**src/rtl/prog_load_ctrl.sv**
```systemverilog
// Loads host program words into the 4-bit core's program memory, then runs the core for a fixed budget.
// Latency: a write strobe follows an accepted word by 1 cycle; load_ready deasserts while memory is full or the final write is pending.
module prog_load_ctrl #(
  parameter int DEPTH      = 16,
  parameter int CNT_W      = 5,
  parameter int RST_CYCLES = 2,
  parameter int RUN_CYCLES = 20
) (
  input  logic             clk,
  input  logic             reset_n,
  input  logic             load_valid,
  output logic             load_ready,
  input  logic [3:0]       load_opcode,
  input  logic [3:0]       load_operand,
  input  logic             load_last,
  input  logic             start,
  input  logic             abort,
  output logic             mem_write,
  output logic [3:0]       instr,
  output logic [3:0]       portin,
  output logic             PC_reset,
  output logic             busy,
  output logic             done,
  output logic [CNT_W-1:0] word_count,
  output logic             overflow_err
);

  typedef enum logic [2:0] {
    S_IDLE, S_PRELOAD, S_LOAD, S_LOADED, S_PCRST, S_RUN, S_DONE
  } state_t;

  localparam int CYC_MAX = (RST_CYCLES > RUN_CYCLES) ? RST_CYCLES : RUN_CYCLES;
  localparam int CYC_W   = (CYC_MAX > 1) ? $clog2(CYC_MAX) : 1;
  localparam logic [CYC_W-1:0] RST_LAST = CYC_W'(RST_CYCLES - 1);
  localparam logic [CYC_W-1:0] RUN_LAST = CYC_W'(RUN_CYCLES - 1);
  localparam logic [CNT_W-1:0] DEPTH_C  = CNT_W'(DEPTH);

  state_t           state, state_n;
  logic [CYC_W-1:0] cyc, cyc_n;
  logic             last_pend, pend_n;
  logic [CNT_W-1:0] count_n;
  logic             ovf_n, wr_n;
  logic [3:0]       instr_n, portin_n;
  logic             accept;

  assign accept = (state == S_LOAD) && load_valid && load_ready;

  always_comb begin
    state_n  = state;
    cyc_n    = cyc;
    pend_n   = 1'b0;
    count_n  = word_count;
    ovf_n    = overflow_err;
    wr_n     = 1'b0;
    instr_n  = instr;
    portin_n = portin;
    if (abort) begin
      state_n = S_IDLE;
    end else begin
      case (state)
        S_IDLE, S_LOADED, S_DONE: begin
          if (load_valid) begin
            state_n = S_PRELOAD;
            count_n = '0;
            ovf_n   = 1'b0;
          end else if (start && (word_count != '0)) begin
            state_n = S_PCRST;
            cyc_n   = RST_LAST;
          end
        end
        S_PRELOAD: state_n = S_LOAD;
        S_LOAD: begin
          // The final word's write cycle still belongs to LOAD; leave afterwards.
          if (last_pend) begin
            state_n = S_LOADED;
          end else if (accept) begin
            wr_n     = 1'b1;
            instr_n  = load_opcode;
            portin_n = load_operand;
            count_n  = word_count + 1'b1;
            pend_n   = load_last;
          end else if (load_valid && (word_count == DEPTH_C)) begin
            ovf_n   = 1'b1;
            state_n = S_LOADED;
          end
        end
        S_PCRST: begin
          if (cyc == '0) begin
            state_n = S_RUN;
            cyc_n   = RUN_LAST;
          end else begin
            cyc_n = cyc - 1'b1;
          end
        end
        S_RUN: begin
          if (cyc == '0) state_n = S_DONE;
          else           cyc_n   = cyc - 1'b1;
        end
        default: state_n = S_IDLE;
      endcase
    end
  end

  // Outputs are registered from the next-state values so they line up with the state they describe.
  always_ff @(posedge clk or negedge reset_n) begin
    if (!reset_n) begin
      state        <= S_IDLE;
      cyc          <= '0;
      last_pend    <= 1'b0;
      load_ready   <= 1'b0;
      mem_write    <= 1'b0;
      instr        <= '0;
      portin       <= '0;
      PC_reset     <= 1'b1;
      busy         <= 1'b0;
      done         <= 1'b0;
      word_count   <= '0;
      overflow_err <= 1'b0;
    end else begin
      state        <= state_n;
      cyc          <= cyc_n;
      last_pend    <= pend_n;
      load_ready   <= (state_n == S_LOAD) && !pend_n && (count_n < DEPTH_C);
      mem_write    <= wr_n;
      instr        <= instr_n;
      portin       <= portin_n;
      PC_reset     <= !((state_n == S_LOAD) || (state_n == S_RUN));
      busy         <= !((state_n == S_IDLE) || (state_n == S_LOADED) || (state_n == S_DONE));
      done         <= (state_n == S_DONE);
      word_count   <= count_n;
      overflow_err <= ovf_n;
    end
  end

endmodule

```
**config.mk**
```make
export PLATFORM = sky130hd
export DESIGN_NAME = prog_load_ctrl
export DESIGN_NICKNAME = d
export VERILOG_FILES = /design/src/rtl/prog_load_ctrl.sv
export SDC_FILE = /design/constraint.sdc
export NUM_CORES = 1
export LEC_CHECK = 0
export CORE_MARGIN = 2
export CORE_UTILIZATION = 40
export DETAILED_ROUTE_END_ITERATION = 10
export PLACE_DENSITY = 0.68
export SLEW_MARGIN = 0
export SYNTH_ARGS = -nofsm -noshare
export SYNTH_HDL_FRONTEND = slang
export SYNTH_SLANG_ARGS = --single-unit
export TNS_END_PERCENT = 20
```
**constraint.sdc**
```tcl
create_clock -name clk -period 2.06 [get_ports clk]
set_clock_uncertainty 0.2 [all_clocks]
set_input_delay 0.412 -clock clk [delete_from_list [all_inputs] [get_ports clk]]
set_output_delay 0.412 -clock clk [all_outputs]
set_load 0.02 [all_outputs]
```
# Word-level counts from Yosys, hierarchy flattened
# Cells that the tools add are included.
# classes
n_eq_ne	18
magnitude_cmp	1
muxes	32
reduce_logical	22
n_bitwise	2
n_addsub	2
# op_table
op	count
5-bit 2-to-1 mux	8
3-bit 2-to-1 mux	8
3-bit equality test, second input constant	5
3-bit case mux with 5 select lines	1
5-bit case mux with 3 select lines	1
3-bit by 2-bit equality test with 1-bit output, second input constant	4
1-bit 2-to-1 mux	12
2-bit != test, second input constant	6
5-bit case mux with 2 select lines	1
1-bit logical AND	6
3-bit zero test	2
6-bit AND reduction	1
5-bit by 1-bit adder with 5-bit output, second input constant	1
5-bit equality test, second input constant	1
5-bit zero test	1
5-bit less-than comparator, second input constant	1
5-bit AND reduction	1
5-bit nonzero test	1
5-bit by 1-bit subtractor with 5-bit output, second input constant	1
4-bit AND reduction	1
3-bit by 1-bit equality test with 1-bit output, second input constant	1
1-bit zero test	3
1-bit logical OR	3
3-bit nonzero test	1
other kinds (5)	6
# word_totals
inputBits	14
output_inout_bits	19
word_cells	89
ff_bits	28

# Longest topological paths before layout
# Gate-level depths: netlist of the first run.
# depth
depth_word	11
ltp_mapped	8
mapped_depth_nobuf	8

# Worst setup path before layout of the first run
# No wires, ideal clock.
# synth_timing
path_kind	reg-to-reg
start	register word_count[0]
end	register cyc[1]
arrival_ns	1.949
n_path_buf	0
slack_ns	-0.217
required_ns	1.733
synth_period_minus_slack_ns	2.277
stages_incl_launch_ff	9
path_cell_list	dfrtp_1 > inv_1 > ha_1 > or4b_1 > and2_1 > nor2_1 > o21ai_1 > nand2_2 > mux2_1
# synth_via
elab_chain_cells	4
# synth_lines
element	line	text
start, declared	24	output logic [CNT_W-1:0] word_count,
start signal, assigned	130	word_count <= count_n;
5-bit nonzero test	66	end else if (start && (word_count != '0)) begin
1-bit logical AND	66	
2-bit != test (no source line)	-	
5-bit AND reduction (no source line)	-	
end signal, assigned	121	cyc <= cyc_n;
end, declared	39	logic [CYC_W-1:0] cyc, cyc_n;
# Every way passes these cells.
# A chain may end at the register's enable or synchronous reset.

# Worst setup path after layout of the first run
# layout_timing
start	register word_count[0]
end	register PC_reset
# layout_via
elab_chain_cells	10
# layout_lines
element	line	text
5-bit equality test	82	end else if (load_valid && (word_count == DEPTH_C)) begin
1-bit logical AND	82	
3-bit 2-to-1 mux	82	
3-bit 2-to-1 mux	76	end else if (accept) begin
3-bit 2-to-1 mux	74	if (last_pend) begin
3-bit case mux with 5 select lines *	60	case (state)
3-bit 2-to-1 mux *	57	if (abort) begin
named net state_n[1]	38	state_t state, state_n;
3-bit by 2-bit equality test with 1-bit output or 3-bit equality test (tied branches)	127	PC_reset <= !((state_n == S_LOAD) || (state_n == S_RUN));
1-bit logical OR *	127	
1-bit zero test *	127	
end signal, assigned	127	
end, declared	21	output logic PC_reset,
# Mark *: on every way through the listed nets, which the timed path passes. The rest lies on a longest branch.

==> summary.md, run 1 <==
| Metric | Value |
|---|---|
| Status | `finished, violations left` |
| Failing checks | `negative setup slack` |
| Met2 WL post-DR | `2048 um` |
| Most frequent cells in the layout | `32 x buf_4, 27 x clkdlybuf4s50_1, 25 x dfrtp_1` |
| Final Core Density | `0.6435` |
| Worst-path clk slew | `~100 ps` |
| Synth area leaders | `dfrtp_1 44%, mux2_2 5.9%, nor2_1 3.7%, ha_1 3.3%, nand2_1 3.2%` |
| Share of layout cells above drive strength 1 | `0.3727` |
| Fmax | `~460 MHz` |
| Drt first pass iters | `4` |
| Worst Path Buf+Inv | `1` |
| WS Path Type | `reg2reg` |
| Fraction of registers with async set/reset | `1.000` |
| PortBufs | `32` |
| Setup ws final | `-100.5 ps` |
| DRT antenna net count | `0` |
| Worst path top cell family by delay | `compound AO/OA/AOI/OAI gates` |
| Final Cycle Share | `1.049` |
| WL met1 | `~1600 um` |
| Gp weighted congestion | `0.8439` |
| Final setup TNS | `-430.4 ps` |
| Crit path DAT | `roughly 2200 ps` |
| Critical path's largest stage delay | `about 480 ps` |
| Yosys top cell area share | `0.4390` |
| Flops & latches, synth | `28` |
| Hold Path Class | `in2async` |
| Avg Cell Area, Syn | `approximately 10 um^2` |
| HPWL Detailed | `between 2000 and 3000 um` |
| Area grow syn2layout | `54.23%` |
| Final WL | `just under 4000 um` |
| Placeable Area | `around 3700 um^2` |
| CP max-delay cell | `or4b_4` |
| Worst r2r src | `word_count[0]` |
| Setup-failing EPs final | `7` |
| Seq/Total Area, Yosys | `0.4561` |
| Power per cell area | `between 700 and 800 nW/um^2` |
| Fin cells | `268` |
| Reg-to-Reg End | `PC_reset` |
| Dpl cells | `about 260` |
| Root Buffer | `clkbuf_8` |
| Starting density of the core | `0.4172` |
| Vias/cell | `approximately 5.4` |
| Mapped Nets | `170` |
| Most common cell after layout, fill and taps aside | `buf_4` |
| Total grt overflow | `0` |
| Wirelength per Cell | `between 10 and 15 um` |
| Post-route cell area | `2374 um^2` |
| Dpl cell area | `approximately 2100 um^2` |
| Largest net degree at the start of global routing | `29` |
| Design Power | `about 1.8 mW` |
| Die height | `approximately 66 um` |
| Antenna violations before repair | `0` |
| Skew-Pair Late Insertion Delay | `roughly 270 ps` |
| Max-slew violations | `0` |
| Top layer in use | `met4` |
| CP endpoint kind | `register` |
| Row cnt | `22` |
| # Max-Cap Violations | `0` |
| RSZ-0062 raised after global routing | `true` |
| Ys Warns | `0` |
| Min cycle time layout | `2161 ps` |
| Required time worst endpoint | `between 2000 and 2500 ps` |
| Die W | `approximately 66 um` |
| Synth Flop Type | `dfrtp_1` |
| Via count | `about 1400` |
| Die ar. | `4359 um^2` |
| Worst-Margin Slew | `about 460 ps` |
| Cells after Synth | `~150` |
| Worst-path cell chain | `inv_2 -> ha_4 -> or4b_4 -> a221oi_2 -> o311a_1 -> nand3_2 -> a21boi_1` |
| Met3 WL post-DR | `208 um` |
| # clock sinks | `28` |
| Maximum vdd drop | `roughly 0.4 mV` |
| Tot GR Track Use | `0.1900` |
| Post-synth top area cell | `dfrtp_1` |
| CTS Buf Count | `3` |
| Antenna cells | `0` |
| Io pins | `33` |
| Global-route wire length before repair | `roughly 6500 um` |
| FF-to-FF setup slack | `-100 ps` |
| Nets | `239` |
| Final Hold Fails | `0` |
| EDFF count, synth | `0` |
| Leakage | `between 1 and 1.5 nW` |
| Slew headroom | `0.6885` |
| Max H-tree Level | `1` |
| Vias in the first global route | `about 1500` |
| Post-synthesis cell type count | `53` |
| Clock tree buffer depth | `2` |
| CP Launch Type | `register` |
| Reg2Reg Depth | `7` |
| DRT iter0 DRCs | `28` |
| DRC Markers | `0` |
| Crit Path Max Fanout | `3` |
| TritonCTS clock tree | `done` |
| Area of the mapped netlist | `between 1500 and 2000 um^2` |
==> cell families (layout without fill, tap and decap cells) <==
family                     after synthesis  in the layout  share of synthesized area
xor gates and xnor gates                 1              1                   0.005692
and+or+nand+nor                         59             59                     0.2220
buffers and inverters                   15             83                    0.04309
adders and majority gates                4              4                    0.03252
DFF                                     28             28                     0.4561
muxes                                   12             12                    0.08537
AOI/OAI and AO/OA                       33             33                     0.1553
==> where the power goes <==
group          internal, mW  switching (mW)  leakage [nW]  total, mW
clock network         0.260           0.174        0.0357      0.434
logic                 0.375           0.348         0.751      0.723
registers             0.635          0.0582         0.370      0.693
==> sequential cells by signal, summed over array words and instances, names as in the netlist <==
signal and count:
PC_reset 1, load_ready 1, mem_write 1, cyc 5, last_pend 1, busy 1, word_count 5, overflow_err 1
done 1, portin 4, state 3, instr 4
==> area by class of cell <==
type	instances	area (um^2)
inverter	10	37.54
tap	48	60.06
multi-input combinational	109	878.3
sequential	28	704.4
clock inverter	1	30.03
clock buffer	3	41.29
timing repair buffer	69	621.8
fill	316	1315
==> metal layers <==
metal | global-route usage | vias to the layer above
met3 | 0.04770 | 6
met5 | 0 | -
met2 | 0.3359 | 41
met4 | 0.04592 | 0
met1 | 0.2315 | 707
li1 | - | 681
==> how the worst max path moves through the flow <==
stage,slack [ps],end,from,depth (start not counted)
2_1_floorplan,-90,cyc[1],word_count[0],8
3_3_place_gp,-410,instr[2],load_valid,6
3_5_place_dp,-450,instr[1],load_valid,6
4_1_cts,-90,PC_reset,word_count[0],8
5_1_grt,-190,word_count[3],state[2],7
6_report,-100,PC_reset,word_count[0],7
==> synthesized netlist by cell type (all sizes together), types with 2 or more instances <==
cell	number
nor2b	2
a22o	2
o311a	2
dfrtp	27
a21oi	5
nand3b	2
o31ai	2
nor4b	2
or4b	2
mux2i	3
mux2	9
nand3	4
o2bb2ai	2
a221o	2
nor2	15
ha	4
nand2b	3
nand4	2
nand2	14
nor4	3
buf	4
nor3	3
inv	10
o21ai	11
==> timing repair <==
action / CTS / global route
pin swaps: 2 / 9
cloned: 1 / 0
hold buffers: 0 / 0
setup buffers: 1 / 5
setup endpoints to repair: 20 / 26
gates resized for setup: 10 / 25
==> through the flow <==
stage	hold slack [ps]	worst slack (ps)
after floorplan	-83.59	-93.29
after global placement	273.8	-409.2
after detailed placement	287.8	-446.6
after CTS	313.3	-86.62
after global routing	326.1	-190.8
final	310.6	-100.5
Note: power is estimated with default switching activity, not from simulation.
==> run 2: changes to the inputs <==
--- a/config.mk
+++ b/config.mk
@@ -8,7 +8,8 @@
 export CORE_MARGIN = 2
 export CORE_UTILIZATION = 40
 export DETAILED_ROUTE_END_ITERATION = 10
-export PLACE_DENSITY = 0.68
+export DONT_BUFFER_PORTS = 1
+export PLACE_DENSITY_LB_ADDON = 0.08
 export SLEW_MARGIN = 0
 export SYNTH_ARGS = -nofsm -noshare
 export SYNTH_HDL_FRONTEND = slang
==> run 2 against run 1 <==
  * The flow still finishes with violations (negative setup slack)
  * Via count shrank 13%
  * Sequential power is 8.2% higher
  * Die area did not move
  * Setup slack gained 23 ps
  * Count of clock-buffer cells in the layout grew 1
  * Register-to-register slack better by 20 ps
==> summary.md, run 2 (synthesized netlist as in run 1, its figures left out) <==
| Metric | Value |
|---|---|
| Status | `finished, violations left` |
| Failing checks | `negative setup slack` |
| DRC Markers | `0` |
| CTS Buf Count | `3` |
| Max H-tree Level | `1` |
| Post-route cell area | `around 2000 um^2` |
| Max-slew violations | `0` |
| Setup-failing EPs final | `6` |
| Die W | `~66 um` |
| Io pins | `33` |
| Global-route wire length before repair | `6092 um` |
| Final Cycle Share | `1.038` |
| Met2 WL post-DR | `around 1700 um` |
| FF-to-FF setup slack | `-80 ps` |
| Wirelength per Cell | `approximately 16 um` |
| Worst path top cell family by delay | `compound AO/OA/AOI/OAI gates` |
| Worst-path clk slew | `about 100 ps` |
| # clock sinks | `28` |
| Crit Path Max Fanout | `3` |
| CP Launch Type | `register` |
| Required time worst endpoint | `roughly 2100 ps` |
| Regs by FF count | `cyc: 5 flops, word_count: 5 flops` |
| HPWL Detailed | `2524 um` |
| Share of layout cells above drive strength 1 | `0.3989` |
| Fmax | `between 400 and 500 MHz` |
| Met3 WL post-DR | `264 um` |
| Nets | `about 200` |
| CP endpoint kind | `register` |
| Most frequent cells in the layout | `25 x dfrtp_1, 22 x buf_4, 12 x nor2_1, 12 x nand2_1, 8 x mux2_2` |
| Slew headroom | `0.7269` |
| Final WL | `3643 um` |
| Drt first pass iters | `4` |
| Reg-to-Reg End | `PC_reset` |
| Gp weighted congestion | `0.8424` |
| Dpl ws | `-51.88 ps` |
| Top layer in use | `met4` |
| Min cycle time layout | `roughly 2100 ps` |
| TritonCTS clock tree | `done` |
| Crit path DAT | `between 2000 and 2500 ps` |
| CP endpoint | `PC_reset` |
| Fill cell total of the finished layout | `350` |
| Most common cell after layout, fill and taps aside | `dfrtp_1` |
| Tot GR Track Use | `0.1816` |
| Worst r2r src | `word_count[1]` |
| Clock tree buffer depth | `2` |
| Starting density of the core | `0.4172` |
| Vias/cell | `around 5.6` |
| Fin cells | `approximately 230` |
| Largest net degree at the start of global routing | `29` |
| Final Hold Fails | `0` |
| RSZ-0062 raised after global routing | `true` |
| WL met1 | `1628 um` |
| Row cnt | `22` |
| Total grt overflow | `0` |
| DRT iter0 DRCs | `between 90 and 100` |
| Dpl cells | `217` |
| Critical path's largest stage delay | `between 400 and 500 ps` |
| Die height | `~66 um` |
| Maximum vdd drop | `~0.55 mV` |
| Reg2Reg Depth | `7` |
| Multi-input gate area | `885.9 um^2` |
| # Max-Cap Violations | `0` |
| Final setup TNS | `-235.6 ps` |
| Worst-path cell chain | `inv_2 -> ha_4 -> or4b_4 -> a221oi_2 -> o311a_1 -> nand3_2 -> a21boi_2` |
| Via count | `between 1000 and 1500` |
| Leakage | `between 0.9 and 1 nW` |
| CP max-delay cell | `or4b_4` |
| DRT antenna net count | `0` |
| Root Buffer | `clkbuf_8` |
| Setup crit start | `word_count[1]` |
| FF/Latch Area | `about 700 um^2` |
| Placeable Area | `3689 um^2` |
| Instance count on the critical path | `7` |
| Hold Path Class | `in2reg` |
| Antenna cells | `0` |
| Dpl cell area | `1750 um^2` |
| Setup ws final | `-77.62 ps` |
| WS Path Type | `reg2reg` |
| Worst Path Buf+Inv | `1` |
| Die ar. | `approximately 4400 um^2` |
| PortBufs | `0` |
| Skew-Pair Late Insertion Delay | `between 200 and 300 ps` |
| Vias in the first global route | `1302` |
| Area grow syn2layout | `28.37%` |
| Power per cell area | `about 820 nW/um^2` |
| Antenna violations before repair | `0` |
| Worst-Margin Slew | `just over 400 ps` |
[run 2: metal layers]
layer,track usage,vias to the layer above
li1,-,599
met1,0.2513,605
met4,0.05357,0
met5,0,-
met3,0.04089,4
met2,0.2841,47
[run 2: report_power, final]
part           internal (mW)  switching, mW  total, mW
Sequential             0.635          0.115      0.750
Combinational          0.257          0.263      0.519
Clock                  0.172          0.182      0.354
Total                   1.06          0.560       1.62
[run 2: repair_timing]
action | CTS | global route
resized for setup | 10 | 19
setup buffers | 3 | 0
hold buffers | 2 | 0
endpoints found under the setup margin | 14 | 23
hold endpoints to repair | 28 | 0
pin swaps | 4 | 12
[run 2: worst min path at each step]
| stage | slack, ps | startpoint | endpoint | cells past startpoint |
|---|---|---|---|---|
| after floorplan | -80 | reset_n | busy | 0 |
| after global placement | -80 | reset_n | cyc[4] | 0 |
| after detailed placement | -80 | reset_n | cyc[4] | 0 |
| after CTS | 60 | load_opcode[1] | instr[1] | 1 |
| after global routing | 60 | load_opcode[1] | instr[1] | 1 |
| final | 70 | load_opcode[1] | instr[1] | 1 |
[run 2: area by class of cell]
cell class | instances | area share
sequential | 28 | 0.3566
inverter | 10 | 0.01900
clock buffer | 4 | 0.02787
tap | 48 | 0.03040
multi-input combinational | 109 | 0.4484
timing repair buffer | 27 | 0.1178
[run 2: per-stage QoR]
stage,power [mW],utilization,hold WS [ps]
final,1.624,0.5356,66.18
after global routing,1.725,0.5356,57.24
after CTS,1.583,0.5159,63.10
after detailed placement,1.195,0.4746,-82.73
after global placement,1.183,0.4746,-82.87
after floorplan,1.055,-,-83.59
